**config.mk**
```make
export PLATFORM = sky130hd
export DESIGN_NAME = pipe_stage_reg
export DESIGN_NICKNAME = d
export VERILOG_FILES = /design/src/rtl/pipe_pkg.sv /design/src/rtl/pipe_data_reg.sv /design/src/rtl/pipe_stage_reg.sv
export SDC_FILE = /design/constraint.sdc
export NUM_CORES = 1
export LEC_CHECK = 0
export CAP_MARGIN = 30
export CORE_ASPECT_RATIO = 0.7
export CORE_UTILIZATION = 34
export CTS_CLUSTER_DIAMETER = 30
export CTS_CLUSTER_SIZE = 20
export DETAILED_ROUTE_END_ITERATION = 6
export MAX_ROUTING_LAYER = met4
export PLACE_DENSITY = 0.76
export SLEW_MARGIN = 20
export SYNTH_ARGS = -nofsm -noshare
export SYNTH_HDL_FRONTEND = slang
export SYNTH_SLANG_ARGS = --single-unit
```
**constraint.sdc**
```tcl
create_clock -name cpu_clk -period 1.5 [get_ports cpu_clk]
set_input_delay 0.3 -clock cpu_clk [delete_from_list [all_inputs] [get_ports cpu_clk]]
set_output_delay 0.3 -clock cpu_clk [all_outputs]
set_load 0.01 [all_outputs]
```
**src/rtl/pipe_pkg.sv**
```systemverilog
// -----------------------------------------------------------------------------
// pipe_pkg -- shared definitions for the pipe_stage_reg slice.
//   pipe_state_e     : occupancy state of the stage (EMPTY / FULL / SKID)
//   PIPE_CNT_W       : width of the live-entry count output
//   pipe_state_count : maps an occupancy state to its live-entry count
// -----------------------------------------------------------------------------
package pipe_pkg;

    localparam int unsigned PIPE_CNT_W = 2;

    typedef enum logic [1:0] {
        PIPE_EMPTY = 2'd0,
        PIPE_FULL  = 2'd1,
        PIPE_SKID  = 2'd2
    } pipe_state_e;

    // Number of live entries held in a given state.
    function automatic logic [PIPE_CNT_W-1:0] pipe_state_count(input pipe_state_e st);
        logic [PIPE_CNT_W-1:0] cnt;
        case (st)
            PIPE_EMPTY: cnt = 2'd0;
            PIPE_FULL:  cnt = 2'd1;
            PIPE_SKID:  cnt = 2'd2;
            default:    cnt = 2'd0;
        endcase
        return cnt;
    endfunction

endpackage

```
**src/rtl/pipe_data_reg.sv**
```systemverilog
// -----------------------------------------------------------------------------
// pipe_data_reg -- WIDTH-bit payload register with load enable and
// synchronous active-high reset to RST_VAL. Reset has priority over load.
//   clk  : rising-edge clock
//   rst  : synchronous active-high reset
//   load : capture d at the next edge
//   d    : next payload
//   q    : held payload
// -----------------------------------------------------------------------------
module pipe_data_reg #(
    parameter int unsigned          WIDTH   = 32,
    parameter logic [WIDTH-1:0]     RST_VAL = '0
) (
    input  logic             clk,
    input  logic             rst,
    input  logic             load,
    input  logic [WIDTH-1:0] d,
    output logic [WIDTH-1:0] q
);

    logic [WIDTH-1:0] data_q;
    logic [WIDTH-1:0] data_d;

    // Next-value selection: load new payload or hold.
    always_comb begin
        data_d = data_q;
        if (load) begin
            data_d = d;
        end else begin
            data_d = data_q;
        end
    end

    // Payload storage with synchronous reset.
    always_ff @(posedge clk) begin
        if (rst) begin
            data_q <= RST_VAL;
        end else begin
            data_q <= data_d;
        end
    end

    assign q = data_q;

endmodule

```
**src/rtl/pipe_stage_reg.sv**
```systemverilog
// -----------------------------------------------------------------------------
// pipe_stage_reg -- valid/ready pipeline register stage.
// Build option: define PIPE_STAGE_SKID_EN to add a skid slot (two entries,
// in_ready has no combinational dependence on out_ready). Without it the stage
// is a single register whose in_ready looks through out_ready.
//   cpu_clk   : clock, all state updates on the rising edge
//   cpu_rst   : synchronous active-high reset
//   flush     : drop all held entries at the next edge
//   suspend   : block acceptance (draining continues)
//   in_valid  / in_ready  / in_data  : upstream handshake and payload
//   out_valid / out_ready / out_data : downstream handshake and payload
//   count     : live entries (0..2 with skid, 0..1 without)
// -----------------------------------------------------------------------------
module pipe_stage_reg
    import pipe_pkg::*;
#(
    parameter int unsigned      WIDTH   = 32,
    parameter logic [WIDTH-1:0] RST_VAL = '0
) (
    input  logic                  cpu_clk,
    input  logic                  cpu_rst,
    input  logic                  flush,
    input  logic                  suspend,
    input  logic                  in_valid,
    output logic                  in_ready,
    input  logic [WIDTH-1:0]      in_data,
    output logic                  out_valid,
    input  logic                  out_ready,
    output logic [WIDTH-1:0]      out_data,
    output logic [PIPE_CNT_W-1:0] count
);

    pipe_state_e      state_q;
    pipe_state_e      state_d;
    logic             out_valid_q;
    logic             out_valid_d;
    logic             in_ready_s;
    logic             accept_s;
    logic             pop_s;
    logic             main_load_s;
    logic [WIDTH-1:0] main_d_s;
    logic [WIDTH-1:0] main_q;

    assign accept_s = in_valid & in_ready_s;
    assign pop_s    = out_valid_q & out_ready;

`ifdef PIPE_STAGE_SKID_EN
    logic                  skid_load_s;
    logic [WIDTH-1:0]      skid_q;
    logic [PIPE_CNT_W-1:0] count_q;
    logic [PIPE_CNT_W-1:0] count_d;

    // Ready depends only on registered state; reset also blocks acceptance.
    assign in_ready_s = ~cpu_rst & ~suspend & ~flush & (state_q != PIPE_SKID);

    // Next-state and slot-load decode for the skid variant.
    always_comb begin
        state_d     = state_q;
        main_load_s = 1'b0;
        skid_load_s = 1'b0;
        main_d_s    = in_data;
        if (flush) begin
            state_d = PIPE_EMPTY;
        end else begin
            case (state_q)
                PIPE_EMPTY: begin
                    if (accept_s) begin
                        state_d     = PIPE_FULL;
                        main_load_s = 1'b1;
                    end else begin
                        state_d = PIPE_EMPTY;
                    end
                end
                PIPE_FULL: begin
                    if (accept_s && pop_s) begin
                        state_d     = PIPE_FULL;
                        main_load_s = 1'b1;
                    end else if (accept_s) begin
                        state_d     = PIPE_SKID;
                        skid_load_s = 1'b1;
                    end else if (pop_s) begin
                        state_d = PIPE_EMPTY;
                    end else begin
                        state_d = PIPE_FULL;
                    end
                end
                PIPE_SKID: begin
                    // Skid entry is the next-oldest; it moves into main on pop.
                    if (pop_s) begin
                        state_d     = PIPE_FULL;
                        main_load_s = 1'b1;
                        main_d_s    = skid_q;
                    end else begin
                        state_d = PIPE_SKID;
                    end
                end
                default: begin
                    state_d = PIPE_EMPTY;
                end
            endcase
        end
        out_valid_d = (state_d != PIPE_EMPTY);
        count_d     = pipe_state_count(state_d);
    end

    // Occupancy state, valid and count registers.
    always_ff @(posedge cpu_clk) begin
        if (cpu_rst) begin
            state_q     <= PIPE_EMPTY;
            out_valid_q <= 1'b0;
            count_q     <= 2'd0;
        end else begin
            state_q     <= state_d;
            out_valid_q <= out_valid_d;
            count_q     <= count_d;
        end
    end

    pipe_data_reg #(
        .WIDTH   (WIDTH),
        .RST_VAL (RST_VAL)
    ) u_skid_reg (
        .clk  (cpu_clk),
        .rst  (cpu_rst),
        .load (skid_load_s),
        .d    (in_data),
        .q    (skid_q)
    );

    assign count = count_q;
`else
    // A full stage can accept only when its entry leaves in the same cycle.
    assign in_ready_s = ~cpu_rst & ~suspend & ~flush & (~out_valid_q | out_ready);

    // Next-state and load decode for the single-register variant.
    always_comb begin
        state_d     = state_q;
        main_load_s = 1'b0;
        main_d_s    = in_data;
        if (flush) begin
            state_d = PIPE_EMPTY;
        end else begin
            case (state_q)
                PIPE_EMPTY: begin
                    if (accept_s) begin
                        state_d     = PIPE_FULL;
                        main_load_s = 1'b1;
                    end else begin
                        state_d = PIPE_EMPTY;
                    end
                end
                PIPE_FULL: begin
                    // Accept while full implies a same-cycle pop.
                    if (accept_s) begin
                        state_d     = PIPE_FULL;
                        main_load_s = 1'b1;
                    end else if (pop_s) begin
                        state_d = PIPE_EMPTY;
                    end else begin
                        state_d = PIPE_FULL;
                    end
                end
                default: begin
                    state_d = PIPE_EMPTY;
                end
            endcase
        end
        out_valid_d = (state_d != PIPE_EMPTY);
    end

    // Occupancy state and valid registers.
    always_ff @(posedge cpu_clk) begin
        if (cpu_rst) begin
            state_q     <= PIPE_EMPTY;
            out_valid_q <= 1'b0;
        end else begin
            state_q     <= state_d;
            out_valid_q <= out_valid_d;
        end
    end

    // At most one entry, so the count is the registered valid bit.
    assign count = {1'b0, out_valid_q};
`endif

    pipe_data_reg #(
        .WIDTH   (WIDTH),
        .RST_VAL (RST_VAL)
    ) u_main_reg (
        .clk  (cpu_clk),
        .rst  (cpu_rst),
        .load (main_load_s),
        .d    (main_d_s),
        .q    (main_q)
    );

    assign in_ready  = in_ready_s;
    assign out_valid = out_valid_q;
    assign out_data  = main_q;

endmodule

```
==> flow_results.org, run 1 <==
** GRT
- The number of antenna violations at the first check in global routing was 0.
- The first global-routing pass estimated 6.555 mm of wire.
- Summed over all layers, the global routing overflow is 0.
- Via count of the first global-routing pass :: about 1400
- Entering global routing, the biggest net connects 34 pins.
- Across every metal layer, demand over resource in global routing totals 0.2139.

** Final layout
- The library cell used most frequently in the layout, excluding fill and tap cells, is sky130_fd_sc_hd__clkdlybuf4s50_1.
- Fraction of the core area covered by cells at the end of the flow :: 0.6222
- # fillers :: 333
- The library cells used most frequently in the layout, excluding fill and tap cells, are 61 x sky130_fd_sc_hd__clkdlybuf4s50_1, 33 x sky130_fd_sc_hd__dfxtp_1, 32 x sky130_fd_sc_hd__nand3_1, 32 x sky130_fd_sc_hd__a21oi_1, 17 x sky130_fd_sc_hd__o21ai_1.
- Relative to the synthesized area, the layout overhead comes to 70.09%.
- Layout cell share with drive strength beyond 1 :: 0.1212
- After the last flow step, the layout net total stands at 268.
- Ant. Diodes :: 0

** Die
- Core Rows :: 18
- Area of the die :: 4159 µm²
- Die width :: between 70 and 80 µm
- For this configuration, the core starts out at a cell density of 0.3658.
- The total area inside the core boundary comes to 3626 µm².
- Vertical extent of the die :: between 50 and 60 µm
- During I/O placement, the number of pins put on the boundary was between 70 and 80.

** Drt
- The first TritonRoute pass finished after 4 iterations.
- The final route contains approximately 1400 vias.
- In the routed design, unresolved DRC markers number 0.
- The detailed router finished its first iteration with slightly above 90 violations.
- The routed design has ~4.2 mm of wire.
- The detail route stage leaves a number of antenna-violating nets equal to 0.
- Wire per inst :: approximately 15 µm
- Avg Vias per Cell :: about 5.1

** Worst setup path
- The worst setup path is launched from a flip-flop.
- Largest delay share family, worst path :: buffers and inverters
- For the worst setup path, the data arrival time is 1.16 ns.
- STA puts the critical path data required time at ~1.2 ns.
- Slowest-stage cell, CP :: sky130_fd_sc_hd__clkdlybuf4s50_1
- By startpoint and endpoint, the worst setup path is classified as flip-flop to output port.
- Maximum fanout encountered on the critical timing path :: 2
- Buffers & Inverters on Critical Path :: 1
- The signal on the critical path passes through clkdlybuf4s50_1.
- On the worst path, the slowest cell contributes a delay of 0.54 ns.
- Worst Setup End Kind :: output port

** Power and ir drop
- Pwr Density :: about 830 nW/µm²
- The worst-case IR drop observed on VDD is 0.5926 mV.
- Final Power :: around 1900 µW
- Leakage power of the design :: between 0.0008 and 0.0009 µW

** Timing
- The count of final hold-check violations was 0.
- Based on the critical path, the design can be clocked at up to between 600 and 700 MHz.
- Number of setup violations in the final report :: 0
- After routing, the total negative slack on setup checks comes to 0 ns.
- Slew Limit Fails :: 0
- Setup repair after global routing missed its margin :: no
- Period utilisation layout :: 0.9753
- Clock skew on the completed layout was measured at about 0.0026 ns.
- The worst path meets setup with 0.03705 ns of slack.
- The clock period could shrink to 1.463 ns.
- On the final layout, the worst hold slack is around 0.47 ns.

** Job
- Maxcap violations :: 0

** Clocking
- The later pin in the worst-skew pair is clocked with a latency of about 0.28 ns.
- Max H-tree Level :: 2
- TritonCTS clock tree :: built
- Buffer cell driving the clock tree root :: sky130_fd_sc_hd__clkbuf_8
- Clock tree synthesis found a total of 33 sinks.
- # hold bufs at CTS :: 0
- The number of clock buffers added by TritonCTS is 5.
- After clock tree synthesis, the clock-pin slew on the worst setup and hold paths is roughly 0.07 ns.
- The longest clock path from root to sink contains 2 buffers.

** Placed design
- Placement Setup Slack :: -0.4470 ns
- The congestion estimate from routability-driven global placement came to between 0.7 and 0.8.
- Summed over all nets, the half-perimeter wirelength after detailed placement is approximately 2.5 mm.
- Port Buffers :: 72

** Synth
- Yosys top cell area share :: 0.4981
- Number of instances in the synthesized netlist :: 155
- Area contributors post-synth :: sky130_fd_sc_hd__dfxtp_1 50%, sky130_fd_sc_hd__a21oi_1 12%, sky130_fd_sc_hd__nand3_1 12%
- Of the synthesized area, sequential elements account for 0.4981.
- After synthesis, the mean cell area works out to about 8.6 µm².
- Post-synthesis net count :: 193
- The number of different library cells used by synthesis comes to 16.
- Yosys printed 0 warnings.
- The biggest area contributor in the post-synthesis netlist is sky130_fd_sc_hd__dfxtp_1.
- Synthesis inferred 33 register bits.
- The mapped netlist covers around 1300 µm².

** Outcome
- Outcome :: completed

** Min path
- Hold WC Path Type :: flip-flop to flip-flop
[Yosys cell counts]
library cell	number
sky130_fd_sc_hd__dfxtp_1	33
sky130_fd_sc_hd__nand3_1	32
sky130_fd_sc_hd__a211oi_2	1
sky130_fd_sc_hd__buf_6	4
sky130_fd_sc_hd__a21oi_1	32
sky130_fd_sc_hd__nor2b_1	1
sky130_fd_sc_hd__nor4b_4	1
sky130_fd_sc_hd__buf_4	2
sky130_fd_sc_hd__conb_1	1
sky130_fd_sc_hd__or4b_4	1
sky130_fd_sc_hd__nor4_1	1
sky130_fd_sc_hd__clkbuf_1	10
sky130_fd_sc_hd__nand2b_1	1
sky130_fd_sc_hd__o21ai_1	15
sky130_fd_sc_hd__buf_2	3
sky130_fd_sc_hd__o21ai_0	17
[routing by layer]
metal	up-vias	GRT usage	wire [µm]
met5	-	-	0
met4	0	0.07372	44
met3	4	0.07333	277
met2	45	0.3514	1855
met1	677	0.2510	1984
li1	714	-	-
[kinds of logic (layout without fill, tap and decap cells)]
kind of cell | Yosys count | count (layout) | share of synthesized area
flops | 33 | 33 | 0.4981
buf+inv | 19 | 91 | 0.08490
compound gates | 65 | 65 | 0.2509
other cells | 1 | 1 | 0.002827
simple gates | 37 | 41 | 0.1632
[path summary, 6_finish.rpt]
check / slack [ns] / end / cells after the start / start
hold / removal: 0.47 / u_main_reg.q[0] / 2 / u_main_reg.q[0]
setup reg to reg: 0.30 / u_main_reg.q[8] / 4 / out_valid
setup / recovery: 0.04 / out_data[23] / 1 / u_main_reg.q[23]
hold reg to reg: 0.47 / u_main_reg.q[0] / 2 / u_main_reg.q[0]
[flip-flops by register name, summed over array words and instances, names as in the netlist]
| signal | count |
|---|---|
| u_main_reg.q | 32 |
| out_valid | 1 |
[stage by stage]
stage / cells / cell area, µm²
floorplan: 155 / 1326
global placement: 269 / 2095
detailed placement: 269 / 2095
CTS: 281 / 2246
global route: 281 / 2256
finish: 281 / 2256
[layout make-up]
cell class,count,area (µm²),area share
Multi-Input combinational cell,107,610.6,0.2707
Clock inverter,1,5.005,0.002219
Tap cell,50,62.56,0.02773
Clock buffer,7,96.34,0.04271
Timing Repair Buffer,83,820.8,0.3638
Sequential cell,33,660.6,0.2928
[repair_timing]
item,4_1_cts,5_1_grt
resized for setup,17,6
setup endpoints to repair,36,37
gates cloned,4,0
pin swaps,4,1
buffers inserted,0,0
[worst min-delay path: cells and delay by family, from the launching register on]
family          cells  cell delay, ns
compound gates      2            0.12
flops               1            0.31
[power by group]
group / internal [µW] / switching (µW)
registers: 894 / 8.26
clock network: 415 / 321
logic: 146 / 92.9
total: 1460 / 422
No activity file was read; power rests on OpenSTA's default activity.
==> run 2, diff against run 1 <==
Settings changed: CELL_PAD_IN_SITES_DETAIL_PLACEMENT set to 1, CELL_PAD_IN_SITES_GLOBAL_PLACEMENT set to 1, CORE_UTILIZATION 34 to 24, PLACE_DENSITY 0.76 to 0.77.
==> run 2 against run 1 <==
- sequential power is essentially flat
- global-route usage shrank 3.2 points
- sequential cell count is the same
- sequential share of layout area shrank 0.96 points
- first-iteration DRC count shrank 23%
- non-clock buffer count grew 3
- clock power shrank 7.7%
- critical endpoint is now u_main_reg.q[23]
- largest power group unchanged
==> flow_results.org, run 2 (synthesized netlist as in run 1, its figures left out) <==
** Outcome
- The run finished with clean final reports.

** Worst setup path
- The slowest stage of the critical path is the sky130_fd_sc_hd__dlygate4sd2_1 cell.
- Required time at the endpoint of the critical path :: 1.70 ns (+0.50 ns)
- Class of the most critical setup path :: primary input to flip-flop
- The worst setup path is captured at a flip-flop.
- Cell chain of the critical path :: dlygate4sd2_1 -> buf_4 -> nor4b_4 -> buf_4 -> buf_12 -> nand3_1 -> a21oi_1
- STA classifies the critical path startpoint as a primary input.
- The largest stage delay on the critical path was 0.34 ns (-0.20 ns).
- The count of buffer and inverter cells on the critical path came to 4 (+3).
- In this design, the critical path's most frequently occurring cell is sky130_fd_sc_hd__buf_4.
- Largest delay share family, worst path :: buffers and inverters
- The critical path arrival was 1.68 ns (+0.52 ns).
- The maximum fanout along the worst path was 11 (+9).

** GRT
- Total Routing Usage GR :: 0.1821 (-0.03181)
- The maximum number of pins on one net before global-route repair came to 34 (unchanged).
- Via count of the first global-routing pass :: 1502 (+9.7%)
- Total congestion overflow after global routing :: 0 (unchanged)
- Initial antenna violation count :: 0 (unchanged)
- The first-pass GRT wire length came to 7.941 mm (+21%).

** Drt
- Wire per inst :: 16.90 µm (+14%)
- The overall routed net length was 5.156 mm (+24%).
- The DRC violation count after routing was 0 (unchanged).
- DRC marker count from the first detailed-route iteration :: 70 (-23%)
- The total number of vias came to 1466 (+1.8%).
- The detailed-router iteration count before antenna repair is 3 (-1).
- The detailed-route vias per instance came to 4.807 (-6.2%).
- The remaining number of nets flagged by the antenna check after routing came to 0 (unchanged).

** Timing
- Post-layout min period :: 1.483 ns (+0.01978 ns)
- Final Hold Fails :: 0 (unchanged)
- The final critical-path share of the clock period came to 0.9885 (+0.01319).
- The number of pins with negative max-slew slack in the final report was 0 (unchanged).
- Setup repair after global routing could not meet its margin everywhere.
- Number of setup violations in the final report :: 0 (unchanged)
- Worst-case clock skew :: 0.004821 ns (+0.002210 ns)
- Timing-limited maximum frequency :: 674.4 MHz (-1.3%)

** Die
- The number of I/O pins was 74 (unchanged).
- The starting utilization of the core area came to 0.2509 (-0.1148).
- The full die area was 5832 µm² (+40%).
- Area inside the core boundary :: 5285 µm² (+46%)
- The y dimension of the die is 64.20 µm (+18%).
- The number of rows created at floorplan came to 22 (+4).
- The width of the chip is 90.85 µm (+19%).

** Placed design
- The HPWL after detailed placement is 2.933 mm (+16%).
- Placed instance count :: 291 (+8.2%)
- The number of I/O port buffers came to 72 (unchanged).
- The total placed instance area was 2122 µm² (+1.3%).
- GPL Wtd Cong :: 0.6539 (-7.1%)

** Clocking
- The depth of the CTS H-tree came to 2 (unchanged).
- TritonCTS clock tree :: built
- The clock sink count was 33 (unchanged).
- The clock slew at the register clock pins of the worst setup and hold paths was 0.07 ns (about the same).
- Number of buffers added by the clock tree synthesis step :: 5 (unchanged)
- Worst-skew pair later-pin latency :: 0.28 ns (about the same)
- Longest Clk Path Bufs :: 2 (unchanged)
- Buffer cell driving the clock tree root :: sky130_fd_sc_hd__clkbuf_8

** Final layout
- Highest-count cells in the layout ignoring fill and taps :: 51 x sky130_fd_sc_hd__clkdlybuf4s50_1, 33 x sky130_fd_sc_hd__dfxtp_1, 32 x sky130_fd_sc_hd__nand3_1, 32 x sky130_fd_sc_hd__a21oi_1, 17 x sky130_fd_sc_hd__o21ai_0
- Leaving out fill and tap cells, the most frequent cell in the layout is sky130_fd_sc_hd__clkdlybuf4s50_1.
- The fraction of final layout cells sized beyond drive strength 1 is 0.1288 (+0.007543).
- The area growth from synthesis to layout is 75.85%.
- Final cell area excluding filler cells :: 2332 µm² (+3.4%)
- The number of nets at the end of the flow was 271 (+1.1%).
- Layout Cells excl Fill :: 305 (+8.5%)
- Ant. Diodes :: 0 (unchanged)
- # fillers :: 632 (+90%)
- The number of flip-flops in the largest register was 32 (unchanged).

** Power and ir drop
- The static leakage came to 0.001017 µW (+22%).
- Maximum ir drop on the vdd rail :: 0.3373 mV (-43%)
- Pwr Density :: 785.6 nW/µm² (-5.6%)
- Final Power :: 1832 µW (-2.4%)

** Min path
- Hold WC Path Type :: flip-flop to flip-flop

** Job
- Maxcap violations :: 0 (unchanged)
## run 2: changes by cell type in the layout (fill, tap and decap cells not counted), moves of 2 or more
| cell | before | now |
|---|---|---|
| sky130_fd_sc_hd__o21ai_0 | 15 | 17 |
| sky130_fd_sc_hd__buf_4 | 8 | 11 |
| sky130_fd_sc_hd__o21ai_1 | 17 | 15 |
| sky130_fd_sc_hd__dlymetal6s2s_1 | 4 | 13 |
| sky130_fd_sc_hd__clkdlybuf4s50_1 | 61 | 51 |
## run 2: layer usage
metal	share of wire	wire, µm	global-route usage	up-vias
li1	-	-	-	720
met1	0.50	2561	0.2399	702
met2	0.45	2341	0.2831	42
met3	0.045	233	0.04405	2
met4	0.0039	20	0.04167	0
met5	0	0	-	-
## run 2: report_power, final
part | total, µW | internal, µW | leakage (µW) | switching, µW
Sequential | 903 | 894 | 0.000267 | 8.93
Clock | 679 | 364 | 0.0000443 | 315
Combinational | 249 | 150 | 0.000706 | 99.6
## run 2: timing repair
| action | CTS | global route |
|---|---|---|
| hold buffers | 0 | 0 |
| pin swaps | 4 | 2 |
| buffers inserted | 0 | 2 |
| setup endpoints to repair | 36 | 16 |
| gates resized for setup | 17 | 13 |
| gates cloned | 4 | 1 |
## run 2: layout make-up
cell class	count	area, µm²	area share
Timing Repair Buffer	86	878.3	0.3766
Tap cell	72	90.09	0.03863
Sequential cell	33	660.6	0.2833
Multi-Input combinational cell	107	616.8	0.2645
Clock buffer	7	86.33	0.03702
## run 2: final timing paths
check / startpoint / to / slack, ns / depth (start not counted)
worst min register to register: u_main_reg.q[2] / u_main_reg.q[2] / 0.48 / 2
worst min-delay path: u_main_reg.q[2] / u_main_reg.q[2] / 0.48 / 2
worst max register to register: out_valid / u_main_reg.q[23] / 0.19 / 4
worst max-delay path: flush / u_main_reg.q[23] / 0.02 / 7
## run 2: worst reg2reg max path: cells and delay by family (launching register included)
kind            cells  cell delay [ns]
compound gates      2             0.34
buf+inv             1             0.36
simple gates        1             0.20
flops               1             0.33
## run 2: through the flow
step / setup slack (ns) / utilization / TNS, ns / hold slack, ns
6_report: 0.01726 / 0.4413 / 0 / 0.4796
3_3_place_gp: -0.4441 / 0.4015 / -14.38 / 0.4607
2_1_floorplan: 0.02518 / - / 0 / 0.3646
5_1_grt: -0.005497 / 0.4413 / -0.005497 / 0.5034
4_1_cts: -0.02276 / 0.4276 / -0.02276 / 0.4802
3_5_place_dp: -0.4809 / 0.4015 / -15.30 / 0.4696
